`config.mk`:
```
export PLATFORM = sky130hd
export DESIGN_NAME = clic_irq_ctrl
export DESIGN_NICKNAME = d
export VERILOG_FILES = /design/src/rtl/clic_pkg.sv /design/src/rtl/clic_irq_elig.sv /design/src/rtl/clic_irq_ctrl.sv
export SDC_FILE = /design/constraint.sdc
export NUM_CORES = 1
export LEC_CHECK = 0
export BUFFER_PORTS_ARGS = -buffer_cell sky130_fd_sc_hd__buf_2
export CORE_UTILIZATION = 45
export CTS_BUF_LIST = sky130_fd_sc_hd__clkbuf_2
export DETAILED_ROUTE_END_ITERATION = 8
export MAX_ROUTING_LAYER = met4
export PLACE_DENSITY = 0.74
export SLEW_MARGIN = 15
export SYNTH_ARGS = -nofsm -noshare
export SYNTH_HDL_FRONTEND = slang
export SYNTH_SLANG_ARGS = --single-unit
```
`constraint.sdc`:
```
create_clock -name clk_i -period 3.9 [get_ports clk_i]
set_input_delay 0.195 -clock clk_i [delete_from_list [all_inputs] [get_ports clk_i]]
set_output_delay 0.195 -clock clk_i [all_outputs]
set_load 0.02 [all_outputs]
```
`src/rtl/clic_pkg.sv`:
```
// clic_pkg: shared types and helpers for the CLIC core-side interrupt controller.
//   clic_mode_e            - privilege mode encoding (M/S/U/reserved)
//   clic_irq_ctrl_state_e  - handshake FSM states
//   clic_thresh_sel        - one-hot select of the per-mode threshold {M,S,U}
package clic_pkg;

    typedef enum logic [1:0] {
        MODE_U    = 2'b00,
        MODE_S    = 2'b01,
        MODE_RSVD = 2'b10,
        MODE_M    = 2'b11
    } clic_mode_e;

    typedef enum logic [1:0] {
        ST_IDLE  = 2'b00,
        ST_OFFER = 2'b01,
        ST_KILL  = 2'b10
    } clic_irq_ctrl_state_e;

    // One-hot threshold select, bit order {mth, sth, uth}; reserved selects none.
    function automatic logic [2:0] clic_thresh_sel(input logic [1:0] mode);
        logic [2:0] sel;
        sel = 3'b000;
        case (clic_mode_e'(mode))
            MODE_M:  sel = 3'b100;
            MODE_S:  sel = 3'b010;
            MODE_U:  sel = 3'b001;
            default: sel = 3'b000;
        endcase
        return sel;
    endfunction

endpackage

```
`src/rtl/clic_irq_elig.sv`:
```
// clic_irq_elig: combinational eligibility check of one interrupt candidate
// against the hart's privilege, interrupt level and per-mode thresholds.
//   valid_i        candidate present
//   mode_i         candidate privilege mode
//   level_i        candidate level
//   core_priv_i    current hart privilege
//   core_level_i   current interrupt level
//   mth_i/sth_i/uth_i  per-mode thresholds
//   eligible_c     candidate may be taken (combinational)
module clic_irq_elig
    import clic_pkg::*;
#(
    parameter int unsigned PrioWidth = 8,
    parameter int unsigned ModeWidth = 2
) (
    input  logic                 valid_i,
    input  logic [ModeWidth-1:0] mode_i,
    input  logic [PrioWidth-1:0] level_i,
    input  logic [ModeWidth-1:0] core_priv_i,
    input  logic [PrioWidth-1:0] core_level_i,
    input  logic [PrioWidth-1:0] mth_i,
    input  logic [PrioWidth-1:0] sth_i,
    input  logic [PrioWidth-1:0] uth_i,
    output logic                 eligible_c
);

    logic [2:0]           sel;
    logic [PrioWidth-1:0] thresh;
    logic [PrioWidth-1:0] floor_lvl;

    // Threshold of the candidate's own mode, then the higher of it and the current level.
    always_comb begin
        sel       = clic_thresh_sel(mode_i[1:0]);
        thresh    = ({PrioWidth{sel[2]}} & mth_i)
                  | ({PrioWidth{sel[1]}} & sth_i)
                  | ({PrioWidth{sel[0]}} & uth_i);
        floor_lvl = (core_level_i > thresh) ? core_level_i : thresh;
        eligible_c = valid_i
                   & (mode_i != ModeWidth'(MODE_RSVD))
                   & ((mode_i > core_priv_i)
                      | ((mode_i == core_priv_i) & (level_i > floor_lvl)));
    end

endmodule

```
`src/rtl/clic_irq_ctrl.sv`:
```
// clic_irq_ctrl: core-side interrupt handshake controller between the CLIC
// target (arbitration winner) and the hart.
//   clk_i, rst_ni                      clock, async active-low reset
//   tgt_valid_i/id/max/mode            winning interrupt from the target
//   tgt_ready_o                        core accepted the interrupt (combinational)
//   tgt_kill_req_i / tgt_kill_ack_o    target withdrawal request / grant (combinational ack)
//   core_priv_i, core_level_i          hart privilege and current level
//   mth_i, sth_i, uth_i                per-mode thresholds
//   irq_valid_o / irq_ready_i          registered offer to the core / core accept
//   irq_id_o, irq_level_o, irq_priv_o  latched candidate
//   irq_kill_req_o / irq_kill_ack_i    withdrawal request to the core / core grant
//   spurious_o                         pulse: core accepted after target withdrew
module clic_irq_ctrl
    import clic_pkg::*;
#(
    parameter int unsigned SrcWidth  = 8,
    parameter int unsigned PrioWidth = 8,
    parameter int unsigned ModeWidth = 2
) (
    input  logic                 clk_i,
    input  logic                 rst_ni,
    input  logic                 tgt_valid_i,
    output logic                 tgt_ready_o,
    input  logic [SrcWidth-1:0]  tgt_id_i,
    input  logic [PrioWidth-1:0] tgt_max_i,
    input  logic [ModeWidth-1:0] tgt_mode_i,
    input  logic                 tgt_kill_req_i,
    output logic                 tgt_kill_ack_o,
    input  logic [ModeWidth-1:0] core_priv_i,
    input  logic [PrioWidth-1:0] core_level_i,
    input  logic [PrioWidth-1:0] mth_i,
    input  logic [PrioWidth-1:0] sth_i,
    input  logic [PrioWidth-1:0] uth_i,
    output logic                 irq_valid_o,
    input  logic                 irq_ready_i,
    output logic [SrcWidth-1:0]  irq_id_o,
    output logic [PrioWidth-1:0] irq_level_o,
    output logic [ModeWidth-1:0] irq_priv_o,
    output logic                 irq_kill_req_o,
    input  logic                 irq_kill_ack_i,
    output logic                 spurious_o
);

    clic_irq_ctrl_state_e state_q;
    logic                 live_elig_c;
    logic                 held_elig_c;
    logic                 kill_cond_c;

    // Live candidate from the target.
    clic_irq_elig #(.PrioWidth(PrioWidth), .ModeWidth(ModeWidth)) u_elig_live (
        .valid_i      (tgt_valid_i),
        .mode_i       (tgt_mode_i),
        .level_i      (tgt_max_i),
        .core_priv_i  (core_priv_i),
        .core_level_i (core_level_i),
        .mth_i        (mth_i),
        .sth_i        (sth_i),
        .uth_i        (uth_i),
        .eligible_c   (live_elig_c)
    );

    // Latched candidate, re-checked every cycle against the live hart state.
    clic_irq_elig #(.PrioWidth(PrioWidth), .ModeWidth(ModeWidth)) u_elig_held (
        .valid_i      (1'b1),
        .mode_i       (irq_priv_o),
        .level_i      (irq_level_o),
        .core_priv_i  (core_priv_i),
        .core_level_i (core_level_i),
        .mth_i        (mth_i),
        .sth_i        (sth_i),
        .uth_i        (uth_i),
        .eligible_c   (held_elig_c)
    );

    assign kill_cond_c = tgt_kill_req_i | ~tgt_valid_i | ~held_elig_c;

    // Handshake FSM; offer/kill/spurious outputs are registered alongside the state.
    always_ff @(posedge clk_i or negedge rst_ni) begin
        if (!rst_ni) begin
            state_q        <= ST_IDLE;
            irq_valid_o    <= 1'b0;
            irq_kill_req_o <= 1'b0;
            irq_id_o       <= '0;
            irq_level_o    <= '0;
            irq_priv_o     <= '0;
            spurious_o     <= 1'b0;
        end else begin
            spurious_o <= 1'b0;
            case (state_q)
                ST_IDLE: begin
                    if (live_elig_c) begin
                        state_q     <= ST_OFFER;
                        irq_valid_o <= 1'b1;
                        irq_id_o    <= tgt_id_i;
                        irq_level_o <= tgt_max_i;
                        irq_priv_o  <= tgt_mode_i;
                    end
                end
                ST_OFFER: begin
                    if (irq_ready_i) begin
                        state_q     <= ST_IDLE;
                        irq_valid_o <= 1'b0;
                    end else if (kill_cond_c) begin
                        state_q        <= ST_KILL;
                        irq_kill_req_o <= 1'b1;
                    end
                end
                ST_KILL: begin
                    if (irq_ready_i || irq_kill_ack_i) begin
                        state_q        <= ST_IDLE;
                        irq_valid_o    <= 1'b0;
                        irq_kill_req_o <= 1'b0;
                        // Core took an interrupt the target no longer offers.
                        spurious_o     <= irq_ready_i & ~tgt_valid_i;
                    end
                end
                default: begin
                    state_q        <= ST_IDLE;
                    irq_valid_o    <= 1'b0;
                    irq_kill_req_o <= 1'b0;
                end
            endcase
        end
    end

    // Target-side acknowledges; a core accept always takes precedence over a kill grant.
    always_comb begin
        tgt_ready_o    = 1'b0;
        tgt_kill_ack_o = 1'b0;
        case (state_q)
            ST_IDLE:  tgt_kill_ack_o = tgt_kill_req_i;
            ST_OFFER: tgt_ready_o    = irq_ready_i;
            ST_KILL: begin
                if (irq_ready_i) begin
                    tgt_ready_o = tgt_valid_i;
                end else if (irq_kill_ack_i) begin
                    tgt_kill_ack_o = tgt_kill_req_i;
                end
            end
            default: ;
        endcase
        // Nothing is acknowledged while held in reset.
        if (!rst_ni) begin
            tgt_ready_o    = 1'b0;
            tgt_kill_ack_o = 1'b0;
        end
    end

endmodule

```
==> impl_metrics.ini <==
[outcome]
outcome = finished clean

[synthesis]
postSynthNetCount = 343
post-synth-top-area-cell = sky130_fd_sc_hd__dfrtp_1
synth.cell_area_um2 = 2460
asyncSetResetFlopFracSynth_pct = 100
postSynthAreaPerCell_um2 = 9.99
post_synth_main_area_contributors = sky130_fd_sc_hd__dfrtp_1 23%, sky130_fd_sc_hd__ha_1 20%, sky130_fd_sc_hd__mux2_2 14%
dominant_synthesized_flop_cell = sky130_fd_sc_hd__dfrtp_1
ys_seq_elements = 23
synth.lib_cells_used.distinct = 42
netlist_top_cells_count = 39 x sky130_fd_sc_hd__ha_1, 31 x sky130_fd_sc_hd__mux2_2, 23 x sky130_fd_sc_hd__dfrtp_1
synthesis.instances = 246
yosys.area.top_type_share_pct = 23.4
synth.yosys.seq_area_share_pct = 23.4
synth_enable_flop_cells = 0
synthMostInstantiatedCell = sky130_fd_sc_hd__ha_1
ys.warnings.count = 0

[setup_path]
cp_data_arrival_time_ps = 4150
timing_worst_setup_path_type = register to register
cp-end-kind = register
worst_setup_path_start_kind = register
critPathMostFrequentCell = sky130_fd_sc_hd__buf_6
cp.required_ps = 4190
critical_path.max_stage_delay_ps = 460
worst-path-max-fanout = 4
path_cells = buf_6 -> buf_6 -> mux2i_1 -> nor2_1 -> a21oi_2 -> ha_1 -> nand4_1 -> buf_4 -> o31a_1 -> buf_6 -> mux2_4 -> ha_4 -> nand4_1 -> buf_4 -> o31ai_4 -> buf_6 -> o311ai_2 -> a21oi_2
critPathSlowestCell = sky130_fd_sc_hd__dfrtp_1

[power]
clkPwrFrac_pct = 4.4
finalPower_mw = 2.23
power_density_normalized_to_cell_area_nw_per_um2 = 663
swShare_pct = 45.4
vdd_drop_max_uv = 384
power_frac_seq_pct = 19.8
power_report.internal_total_mw = 1.22
power_frac_comb_pct = 75.8
power_leakage_nw = 1.69
netSwitchingPower_mw = 1.01

[clock_tree]
clock_sinks = 23
tritoncts.num_buffers = 3
worst_skew_pair.late_latency_ps = 340
cts_root_buffer = sky130_fd_sc_hd__clkbuf_2
cts.reportedPaths.clkPinSlew_ps = 230
cts_buffer_depth = 2
tritoncts_clock_tree = yes
number_of_levels_in_the_clock_h_tree = 1

[drt]
avgViaCountPerCell = 5.31
drcViolationCount = 0
ant_nets = 0
total_detailed_routing_wirelength_mm = 6.45
drt-pass1-iter-count = 4
drt_iter0_markers = 61
dr_total_vias = 2263
wl_per_cell_um = 15.1

[cells_and_area]
area_overhead_of_the_layout_relative_to_synthesis_pct = 36.7
final-seq-area_um2 = 576
antenna-diode-count = 0
layout.filler_cells = 440
final_cell_area_um2 = 3360
design.final.nets = 454
drive_above_1_share_pct = 52.0
finish.utilization_pct = 65.0
post_layout_nonfiller_instances = 426
multi_input_area_um2 = 1920

[global_route]
first_global_vias = 2364
grt_antenna_before_repair = 0
global_route.overflow_total = 0
pin_count_of_the_biggest_net_entering_global_routing = 26
grt_pass1_wl_mm = 10.7
grt.total_usage_pct = 23.2

[die]
die_y_um = 75.9
die_x_um = 75.9
fp.dieArea_um2 = 5760
core_area_um2 = 5170
io_pins = 81
core.rowCount = 26
initial_core_utilization_pct = 47.5

[place]
post-dp-hpwl_mm = 5.29
input_output_buffers = 80
routabilityCongestion = 0.869
placedInstanceArea_um2 = 3150
post-place-cells = 420

[timing]
setup_viol = 0
unrepaired_setup_endpoints_after_global_routing = yes
drv_slew = 0
fin_crit_sh_pct = 99.2
worst_clock_skew_ps = 11.8
tns_ps = 0
slew-limit-headroom_pct = 64.7
fin_crit_ps = 3870
timing.final.hold_violations = 0
timing.fmax_ghz = 0.259
timing_worst_slew_pin_value_ps = 530

[worst_hold_path]
min_path_type = input port to register

[job]
maxCapViolations = 0
[critical path: cells and delay by family (launching register included)]
| family | cells | cell delay, ps |
|---|---|---|
| buffers and inverters | 6 | 970 |
| AO/OA/AOI/OAI | 5 | 900 |
| adder cells (fa/ha/maj) | 2 | 590 |
| AND/OR/NAND/NOR | 3 | 470 |
| flip-flops | 1 | 460 |
| multiplexers | 2 | 420 |
[area by class of cell]
cell class / count / area share, %
clock inverter: 1 / 0.223
multi-input combinational: 196 / 57.0
timing repair buffer: 114 / 20.5
clock buffer: 3 / 0.447
sequential: 23 / 17.1
inverter: 19 / 2.12
tap: 70 / 2.61
[power groups by stage]
stage,combinational (mW),sequential (mW),clock (mW)
2_1_floorplan,0.843,0.557,0
3_3_place_gp,1.42,0.432,0
3_5_place_dp,1.46,0.434,0
4_1_cts,1.54,0.432,0.102
5_1_grt,1.84,0.459,0.113
6_report,1.69,0.442,0.0983
[cells by family after synthesis]
logic type	synth area share, %
adder cells (fa/ha/maj)	19.8
AND/OR/NAND/NOR	10.1
flip-flops	23.4
multiplexers	23.6
buffers and inverters	5.34
AO/OA/AOI/OAI	17.8
[state kept, by name, summed over array words and instances, names as in the netlist]
| signal | count |
|---|---|
| irq_id_o | 8 |
| irq_level_o | 8 |
| irq_priv_o | 2 |
| state_q | 2 |
| irq_kill_req_o | 1 |
| irq_valid_o | 1 |
| spurious_o | 1 |
[repair_timing]
action / CTS / global route
hold buffers: 1 / 0
setup endpoints to repair: 3 / 6
resized for setup: 13 / 19
endpoints found under the hold margin: 23 / 0
pin swaps: 7 / 18
buffers inserted: 0 / 2
[layer usage]
layer / global-route usage [%] / wire length, um / vias up / share of wire (%)
li1: - / - / 1140 / -
met1: 30.0 / 3000 / 1059 / 46
met2: 38.9 / 3130 / 62 / 49
met3: 3.86 / 300 / 2 / 4.7
met4: 3.08 / 16 / 0 / 0.25
met5: - / 0 / - / 0
[per-stage QoR]
stage               setup slack [ps]  hold WS (ps)
floorplan                       26.2          -101
global placement               -51.9           201
detailed placement              -209           211
CTS                            0.699          48.6
global route                    -128          13.4
finish                          33.1          67.2
[worst paths after layout]
path	slack, ps	depth (start not counted)	startpoint	endpoint
max	30	18	irq_priv_o[0]$_DFFE_PN0P_	state_q[0]$_DFFE_PN0P_
min	70	2	tgt_id_i[0]	irq_id_o[0]$_DFFE_PN0P_
max reg2reg	30	18	irq_priv_o[0]$_DFFE_PN0P_	state_q[0]$_DFFE_PN0P_
min reg2reg	530	1	irq_id_o[6]$_DFFE_PN0P_	irq_id_o[6]$_DFFE_PN0P_
max in group asynchronous	3220	2	rst_ni	state_q[1]$_DFFE_PN0P_
min in group asynchronous	320	2	rst_ni	spurious_o$_DFF_PN0_
[cell usage in the layout (no fill, tap or decap), drive strengths merged]
master	n
nor2	15
a31oi	3
a22oi	7
o31ai	1
o311ai	1
ha	39
o31a	2
inv	19
o22a	1
mux2i	11
and3	1
dlygate4sd3	1
dfrtp	23
a32oi	1
mux2	39
a2111oi	1
o211ai	4
nand4	10
nor4	1
o21ai	5
clkbuf	3
and2	1
clkinvlp	1
buf	113
nand2b	4
a21o	3
o221a	1
nand3	2
o311a	1
nor2b	6
a211oi	2
o21a	2
o22ai	2
nand2	8
a21oi	22
(Power assumes the default switching activity.)
